--- src/rtl/rr_arbiter_4.sv ---
// rtl/rr_arbiter_4.sv - four-client round-robin arbiter with bounded hold tenure
// Grant, index and valid are registered together so the consumer may mux on either form.
module rr_arbiter_4 #(
  parameter int MAX_HOLD = 8
) (
  input  logic       clk,
  input  logic       rst,
  input  logic [3:0] req,
  output logic [3:0] gnt,
  output logic [1:0] gnt_idx,
  output logic       gnt_valid
);

  localparam int CNT_W = (MAX_HOLD > 1) ? $clog2(MAX_HOLD) : 1;
  localparam logic [CNT_W-1:0] CNT_MAX = CNT_W'(MAX_HOLD - 1);

  typedef enum logic {
    S_IDLE,
    S_GRANT
  } state_e;

  state_e           state_q;
  logic [1:0]       last_q;
  logic [CNT_W-1:0] cnt_q;
  logic [3:0]       gnt_q;
  logic [1:0]       idx_q;
  logic             valid_q;

  logic [1:0]       search_start;
  logic [1:0]       cand;
  logic [1:0]       win_idx;
  logic             win_found;
  logic             holder_req;
  logic             others_pending;
  logic             timeout;

  // last_q always equals the holder while granting, so one search start serves both states;
  // the holder is reached last in the search, so other requesters always win first.
  always_comb begin
    search_start   = last_q + 2'd1;
    cand           = 2'd0;
    win_idx        = 2'd0;
    win_found      = 1'b0;
    for (int i = 0; i < 4; i++) begin
      cand = search_start + 2'(i);
      if (!win_found && req[cand]) begin
        win_found = 1'b1;
        win_idx   = cand;
      end
    end
    holder_req     = |(req & gnt_q);
    others_pending = |(req & ~gnt_q);
    timeout        = (cnt_q == CNT_MAX) && others_pending;
  end

  always_ff @(posedge clk) begin
    if (rst) begin
      state_q <= S_IDLE;
      last_q  <= 2'd3;
      cnt_q   <= '0;
      gnt_q   <= 4'b0000;
      idx_q   <= 2'd0;
      valid_q <= 1'b0;
    end else begin
      case (state_q)
        S_IDLE: begin
          if (win_found) begin
            state_q <= S_GRANT;
            last_q  <= win_idx;
            cnt_q   <= '0;
            gnt_q   <= 4'b0001 << win_idx;
            idx_q   <= win_idx;
            valid_q <= 1'b1;
          end
        end
        S_GRANT: begin
          if (!holder_req || timeout) begin
            if (win_found) begin
              last_q  <= win_idx;
              cnt_q   <= '0;
              gnt_q   <= 4'b0001 << win_idx;
              idx_q   <= win_idx;
              valid_q <= 1'b1;
            end else begin
              state_q <= S_IDLE;
              cnt_q   <= '0;
              gnt_q   <= 4'b0000;
              idx_q   <= 2'd0;
              valid_q <= 1'b0;
            end
          end else if (cnt_q != CNT_MAX) begin
            cnt_q <= cnt_q + CNT_W'(1);
          end
        end
        default: state_q <= S_IDLE;
      endcase
    end
  end

  assign gnt       = gnt_q;
  assign gnt_idx   = idx_q;
  assign gnt_valid = valid_q;

endmodule

--- config.mk ---
export PLATFORM = sky130hd
export DESIGN_NAME = rr_arbiter_4
export DESIGN_NICKNAME = d
export VERILOG_FILES = /design/src/rtl/rr_arbiter_4.sv
export SDC_FILE = /design/constraint.sdc
export NUM_CORES = 1
export LEC_CHECK = 0
export ABC_AREA = 1
export ABC_CLOCK_PERIOD_IN_PS = 1600
export CORE_MARGIN = 4
export CORE_UTILIZATION = 40
export CTS_BUF_LIST = sky130_fd_sc_hd__clkbuf_8
export CTS_CLUSTER_DIAMETER = 100
export DETAILED_ROUTE_END_ITERATION = 10
export PLACE_DENSITY = 0.62
export SLEW_MARGIN = 10
export SYNTH_ARGS = -nofsm -noshare
export SYNTH_HDL_FRONTEND = slang
export SYNTH_SLANG_ARGS = --single-unit
export TNS_END_PERCENT = 1
--- constraint.sdc ---
create_clock -name clk -period 1.6 [get_ports clk]
set_clock_uncertainty 0.1 [all_clocks]
set_input_delay 0.24 -clock clk [delete_from_list [all_inputs] [get_ports clk]]
set_output_delay 0.24 -clock clk [all_outputs]
set_load 0.01 [all_outputs]
-- Word-level counts from Yosys, hierarchy flattened
Index checks and enable logic that the tools add are counted.
- logic and storage cells: 75
- flip-flop bits (word level): 13
- input bits: 6
- output and inout port bits: 7
- $add $sub $neg: 5
- multiplexer cells: 37
- reductions and logical operators: 13
- bitwise gates (word level): 4
- magnitude comparators: 4
- equal/unequal tests: 5
- shift-type cells: 1
- operators with widths (kind ; count):
    $mux 2 ; 9
    $lt 2x3->1 const B ; 4
    $mux 1 ; 12
    $mux 4 ; 3
    $mux 3 ; 3
    $and 4x4->4 ; 2
    $bmux 1 s2 ; 4
    $pmux 2 s2 ; 2
    $pmux 4 s2 ; 1
    $reduce_or 4->1 ; 2
    $pmux 3 s2 ; 1
    $add 2x1->2 const B ; 2
    $add 2x2->2 const B ; 2
    $logic_and 1x1->1 ; 4
    $logic_not 1->1 ; 4
    $not 4->4 ; 1
    $pmux 1 s2 ; 2
    $reduce_and 2->1 ; 2
    $shl 1x2->4 const A ; 1
    $add 3x1->3 const B ; 1
    $eq 3x3->1 const B ; 1
    $ne 3x1->1 const B ; 1
    $ne 3x3->1 const B ; 1
    $ne 2x1->1 const B ; 1
    3 further kinds ; 3

-- Logic depth before layout (Yosys ltp)
Gate-level depths: netlist (run 1).
- depth in word-level cells: 17
- mapped depth: 13
- mapped depth without buffers: 12

-- Worst setup path before layout (run 1)
Ideal clock, no wire load.
- kind: register -> register
- from: reg last_q[0]
- to: reg gnt_q[3], in the netlist gnt[3]
- data required time: 1.430 ns
- period minus slack after synthesis: 1.548 ns
- setup time: 0.070 ns
- path buffers: 1
- stages on the path, launching flop included: 14
- setup slack: 0.052 ns
- arrival time: 1.378 ns
- path through: dfxtp_1 -> inv_2 -> buf_6 -> nand2_4 -> nand2_2 -> nand2_2 -> nand2_2 -> nor2_8 -> nand3_4 -> nand2_2 -> nand2_4 -> clkinv_4 -> nand2_2 -> a21oi_2
- word-level cells in the longest chain between the ends: 17
- elaborated cells on any way between the ends: 33
- classes of those cells: add/sub: 4; eq/ne: 1; shift: 1; mux: 20; reduce/logical: 7
- RTL lines (element ; line ; text):
    start: declaration ; 23 ; logic [1:0] last_q;
    start signal: assignment ; 69 ; last_q <= win_idx;
    start signal: assignment ; 79 ; last_q <= win_idx;
    $add 2x1->2 (*) ; 40 ; search_start = last_q + 2'd1;
    parallel branches: the longest is 16 deep, another holds $add 2x1->2 ; - ;
    end signal: assignment ; 71 ; gnt_q <= 4'b0001 << win_idx;
    end signal: assignment ; 81 ; gnt_q <= 4'b0001 << win_idx;
    end: declaration ; 25 ; logic [3:0] gnt_q;
Mark *: on every way between the ends. The select of a mux whose other input is x is not followed.
A chain may end at the register's enable or synchronous reset.

-- Worst setup path after layout (run 1)
Same ends and word-level chain as after synthesis.

==> reports/summary.txt, run 1 <==
Status -> finished, violations left
Failing checks -> setup timing
Antenna Cells -> 0
Placer Congestion -> 0.835
Post-route core utilization -> 0.625
Hold path start -> gnt_valid$_SDFFE_PP0P_
Minimum clock period -> 1.63 ns
Fin crit share -> 1.02
Synth Area per Inst -> 6.55 sq um
Setup Crit Path Kind -> reg -> reg
Share of the yosys chip area belonging to registers -> 0.258
Least-Margin Pin Slew -> 0.335 ns
First-pass GRT wire length -> 4.31 mm
#FFs+latches synth -> 13
WP data required -> 1.67 ns
Tot GR Track Use -> 0.162
Startpoint types -> register
Layout cells sized above 1 -> 0.410
WL final -> 2.55 mm
Final worst slack -> -0.0331 ns
Fmax -> 612 MHz
Clock slew at reported path FFs -> 0.06 ns
IO Pins -> 13
CTS tree -> done
Starting density of the core -> 0.439
Inserted Clock Buffers -> 3
P per Cell Area -> 2020 mW/mm^2
CP endpoint kind -> register
Die Wd -> 58.2 microns
Worst reg2reg path depth -> 10
Routed vias -> 1032
CTS max path bufs -> 2
Worst min path class -> reg -> reg
Post-DP HPWL -> 1.94 mm
Crit-path cells -> buf_6 > nand2_4 > nand2_4 > nand2_4 > nand2_4 > nor2_8 > nand4_1 > nand3_2 > nand3_2 > a21oi_2
Die Y -> 58.2 microns
DRC Markers -> 0
Synth Net Count -> 162
Worst-Skew Late Latency -> 0.24 ns
CTS Sinks -> 13
Vias in the first global route -> 962
RSZ-0062 raised after global routing -> true
Largest net degree at the start of global routing -> 11
Top cell by count, worst path -> nand2_4
Slowest CP cell -> dfxtp_4
Crit path DAT -> 1.71 ns
MaxCap Viol Count -> 0
GRT overflow -> 0
Yosys cell types -> 22
Root buffer cell -> clkbuf_8
Hold Crit Endpoint -> gnt_valid$_SDFFE_PP0P_
Crit path largest cell delay -> 0.37 ns
Antenna violations before repair -> 0
Crit Path Max Fanout -> 5
Reg2reg end -> gnt[3]$_SDFFE_PP0P_
Pre-CTS setup slack -> -0.459 ns
Row Count -> 17
Drt first pass iters -> 4
Vias/cell -> 4.89
Fin. max-slew vios -> 0
WL/cell -> 12.1 microns
Fill cells -> 212
WHS Path Cells -> 2
Area of the multi-input gates -> 752 sq um
Nets -> 192
Die ar. -> 0.00339 sq mm
Yosys warns -> 0
# placed instances -> 203
Leakage -> 0.759 nW
Storage element area -> 265 sq um
Most frequent cells in the layout -> nand2_1, nand2_2, buf_4
IO Port Bufs -> 12
R2R Setup Slk -> -0.03 ns
Slew margin rel. -> 0.776
H-tree Lvls -> 1
Final Hold Slack -> 0.370 ns
Gate Count Post-Synth -> 154
Reg-to-Reg Start -> last_q[0]$_SDFFE_PP1P_
Finish-stage setup viols -> 6
First DRT Iteration DRCs -> 18
VDD IR max -> 1160 uV
Commonest non-fill, non-tap cell in the layout -> nand2_1
Fin cells -> 211
Core area -> 0.00230 sq mm
Area growth syn-to-layout -> 42.4%
Final hold violations -> 0
Post-DRT Antenna Nets -> 0
Cell area after synthesis -> 0.00101 sq mm
## metrics by stage
step	total power, mW	setup TNS, ns	area, sq um
2_1_floorplan	1.76	0	1010
3_3_place_gp	2.21	-4.54	1230
3_5_place_dp	2.22	-4.92	1230
4_1_cts	2.67	-0.231	1340
5_1_grt	3.13	-1.18	1440
6_report	2.89	-0.0999	1440
## cell usage after synthesis (all sizes together)
cell type | number | area, sq um
a21oi | 11 | 81.3
buf | 2 | 18.8
clkbuf | 1 | 3.75
clkinv | 1 | 8.76
dfxtp | 13 | 260
ha | 2 | 25.0
inv | 18 | 67.6
nand2 | 74 | 343
nand3 | 12 | 72.6
nand3b | 2 | 15.0
nand4 | 7 | 50.1
nor2 | 8 | 46.3
o21ai | 2 | 10.0
o22ai | 1 | 6.26
## power by group
part           internal (mW)  switching (mW)
Clock                  0.169           0.117
Sequential             0.431          0.0933
Combinational          0.827            1.26
Total                   1.43            1.47
## registers in the layout, indices dropped and copies added, names as in the netlist
name       flops
gnt_idx        2
last_q         2
gnt            4
gnt_valid      1
state_q        1
cnt_q          3
## critical path, delay by kind of cell, from the launching register on
kind	cells	cell delay, ns
flip-flops	1	0.37
AO/OA/AOI/OAI	1	0.12
buffers and inverters	1	0.14
AND/OR/NAND/NOR	8	0.83
## final cells by class
class	instances	share of cell area
clock buffer	3	0.0287
timing repair buffer	28	0.174
multi-input combinational	119	0.524
tap	28	0.0244
sequential	13	0.185
inverter	19	0.0618
clock inverter	1	0.00261
## per-layer routing
layer	GRT usage	vias to the layer above	share of wire
li1	-	548	-
met2	0.244	16	0.48
met5	0	-	0
met1	0.236	463	0.48
met4	0.0497	0	0.011
met3	0.0223	5	0.024
## what timing repair did
item,CTS,global route
gates cloned,1,0
hold buffers,0,0
gates resized for setup,19,26
setup endpoints to repair,12,15
setup buffers,2,1
hold endpoints to repair,0,0
pin swaps,17,15
## worst max-delay path by stage
stage / start / endpoint
after global routing: last_q[1]$_SDFFE_PP1P_ / gnt[3]$_SDFFE_PP0P_
after detailed placement: req[2] / gnt_idx[1]$_SDFFE_PP0P_
final: last_q[0]$_SDFFE_PP1P_ / gnt[3]$_SDFFE_PP0P_
after floorplan: last_q[0]$_SDFFE_PP1P_ / gnt[3]$_SDFFE_PP0P_
after CTS: last_q[0]$_SDFFE_PP1P_ / gnt[3]$_SDFFE_PP0P_
after global placement: req[2] / last_q[1]$_SDFFE_PP1P_
## cell families after synthesis
logic type,Yosys count,synth area share
buf+inv,22,0.0980
fa+ha+maj,2,0.0248
flops,13,0.258
compound gates,14,0.0968
simple gates,103,0.522
Power figures use the tool's default switching activity.
==> inputs of run 2 (changes only) <==
DONT_BUFFER_PORTS = 1   (was default)
PLACE_DENSITY = 0.55   (was 0.62)
==> reports/summary.txt, run 2 (synthesis results as in run 1) <==
Status -> finished, violations left
Failing checks -> hold timing, setup timing
Die ar. -> 0.00339 sq mm
Inserted Clock Buffers -> 3
First-pass GRT wire length -> 4.24 mm
Number of flip-flops in the largest register -> 4
Placer Congestion -> 0.833
Vias/cell -> 5.00
Die Wd -> 58.2 microns
Commonest non-fill, non-tap cell in the layout -> nand2_1
WL final -> 2.69 mm
Die Y -> 58.2 microns
Post-DRT Antenna Nets -> 0
Finish-stage setup viols -> 10
VDD IR max -> 1300 uV
Post-DP HPWL -> 1.92 mm
Clock slew at reported path FFs -> 0.05 ns
Storage element area -> 268 sq um
Core area -> 0.00230 sq mm
Fmax -> 608 MHz
CTS tree -> done
Vias in the first global route -> 950
Root buffer cell -> clkbuf_8
Grt met2 use -> 0.250
Largest net degree at the start of global routing -> 13
CP endpoint kind -> register
Startpoint types -> register
Area growth syn-to-layout -> 40.4%
Area of the multi-input gates -> 787 sq um
Setup Crit Path Kind -> reg -> reg
Crit Path Max Fanout -> 10
Fin crit share -> 1.03
Setup TNS -> -0.210 ns
Layout cells sized above 1 -> 0.489
Minimum clock period -> 1.65 ns
RSZ-0062 raised after global routing -> true
Fin cells -> 206
Fin. max-slew vios -> 0
Final hold violations -> 11
IO Pins -> 13
Nets -> 187
Slew margin rel. -> 0.789
Met1 Resource Use GR -> 0.223
Antenna violations before repair -> 0
Drt first pass iters -> 5
WP data required -> 1.68 ns
# placed instances -> 196
Leakage -> 0.716 nW
Grt met3 use -> 0.0401
GRT overflow -> 0
Final Cell Area -> 0.00142 sq mm
Antenna Cells -> 0
MaxCap Viol Count -> 0
Most frequent cells in the layout -> nand2_1, nand2_2, buf_4
DRC Markers -> 0
Design Power -> 3.13 mW
H-tree Lvls -> 1
Fill cells -> 218
GRT busiest layer -> met2
CTS max path bufs -> 2
Tot GR Track Use -> 0.161
Worst min path class -> in -> reg
Placed cell area -> 0.00115 sq mm
Pre-CTS setup slack -> -0.0689 ns
Routed vias -> 1029
WL/cell -> 13.0 microns
Least-Margin Pin Slew -> 0.313 ns
CTS Sinks -> 13
Final worst slack -> -0.0457 ns
P per Cell Area -> 2210 mW/mm^2
Worst-Skew Late Latency -> 0.24 ns
IO Port Bufs -> 0
Starting density of the core -> 0.439
Row Count -> 17
Crit path DAT -> 1.73 ns
First DRT Iteration DRCs -> 27
Final Hold Slack -> -0.0467 ns
-- run 2: what timing repair did --
item	CTS	global route
endpoints found under the hold margin	11	10
setup endpoints to repair	12	12
gates resized for setup	24	28
buffers inserted	5	1
pin swaps	17	25
-- run 2: power breakdown --
| part | internal, mW | total, mW | switching (mW) |
|---|---|---|---|
| clock | 0.170 | 0.288 | 0.119 |
| combinational | 0.959 | 2.28 | 1.33 |
| sequential | 0.436 | 0.561 | 0.125 |
-- run 2: worst paths after layout --
path                            slack, ns                 endpoint  depth (start not counted)                    from
worst max register to register      -0.05  gnt_idx[1]$_SDFFE_PP0P_                         12  last_q[0]$_SDFFE_PP1P_
worst max-delay path                -0.05  gnt_idx[1]$_SDFFE_PP0P_                         12  last_q[0]$_SDFFE_PP1P_
worst min register to register       0.36    cnt_q[1]$_SDFFE_PP0P_                          2   cnt_q[1]$_SDFFE_PP0P_
worst min-delay path                -0.05  gnt_idx[0]$_SDFFE_PP0P_                          1                     rst
-- run 2: metrics by stage --
stage / hold slack, ns / util
5_1_grt: -0.0615 / 0.617
3_5_place_dp: 0.206 / 0.500
4_1_cts: -0.0539 / 0.569
3_3_place_gp: 0.205 / 0.500
6_report: -0.0467 / 0.617
2_1_floorplan: 0.228 / -
-- run 2: worst max-delay path: stages, from the launching register on --
cell and delay, ns:
dfxtp_4 0.40, inv_8 0.06, nand2_1 0.11, nand2_4 0.08
nand2_2 0.10, nand2_4 0.08, nor2_8 0.12, nand3_4 0.11
nand2_4 0.10, nand2_8 0.07, clkinv_8 0.08, nand2_2 0.05
a21oi_2 0.12
-- run 2: per-layer routing --
layer | part of all wire | vias to the layer above | wire length (microns)
met3 | 0.052 | 2 | 139
met4 | 0.0045 | 0 | 12
li1 | - | 544 | -
met2 | 0.48 | 24 | 1290
met5 | 0 | - | 0
met1 | 0.46 | 459 | 1250
-- run 2: final cells by class --
cell class / instances / area share
clock buffers: 3 / 0.0292
clock inverters: 1 / 0.00265
inverters: 19 / 0.0663
multi-input cells: 119 / 0.556
flip-flops and latches: 13 / 0.189
well taps: 28 / 0.0247
repair buffers: 23 / 0.133
==> inputs of run 3 (changes only) <==
GPL_ROUTABILITY_DRIVEN = 0   (was default)
==> results of run 3 <==
Same layout as run 2: the final DEF is identical, and so are final timing and power.
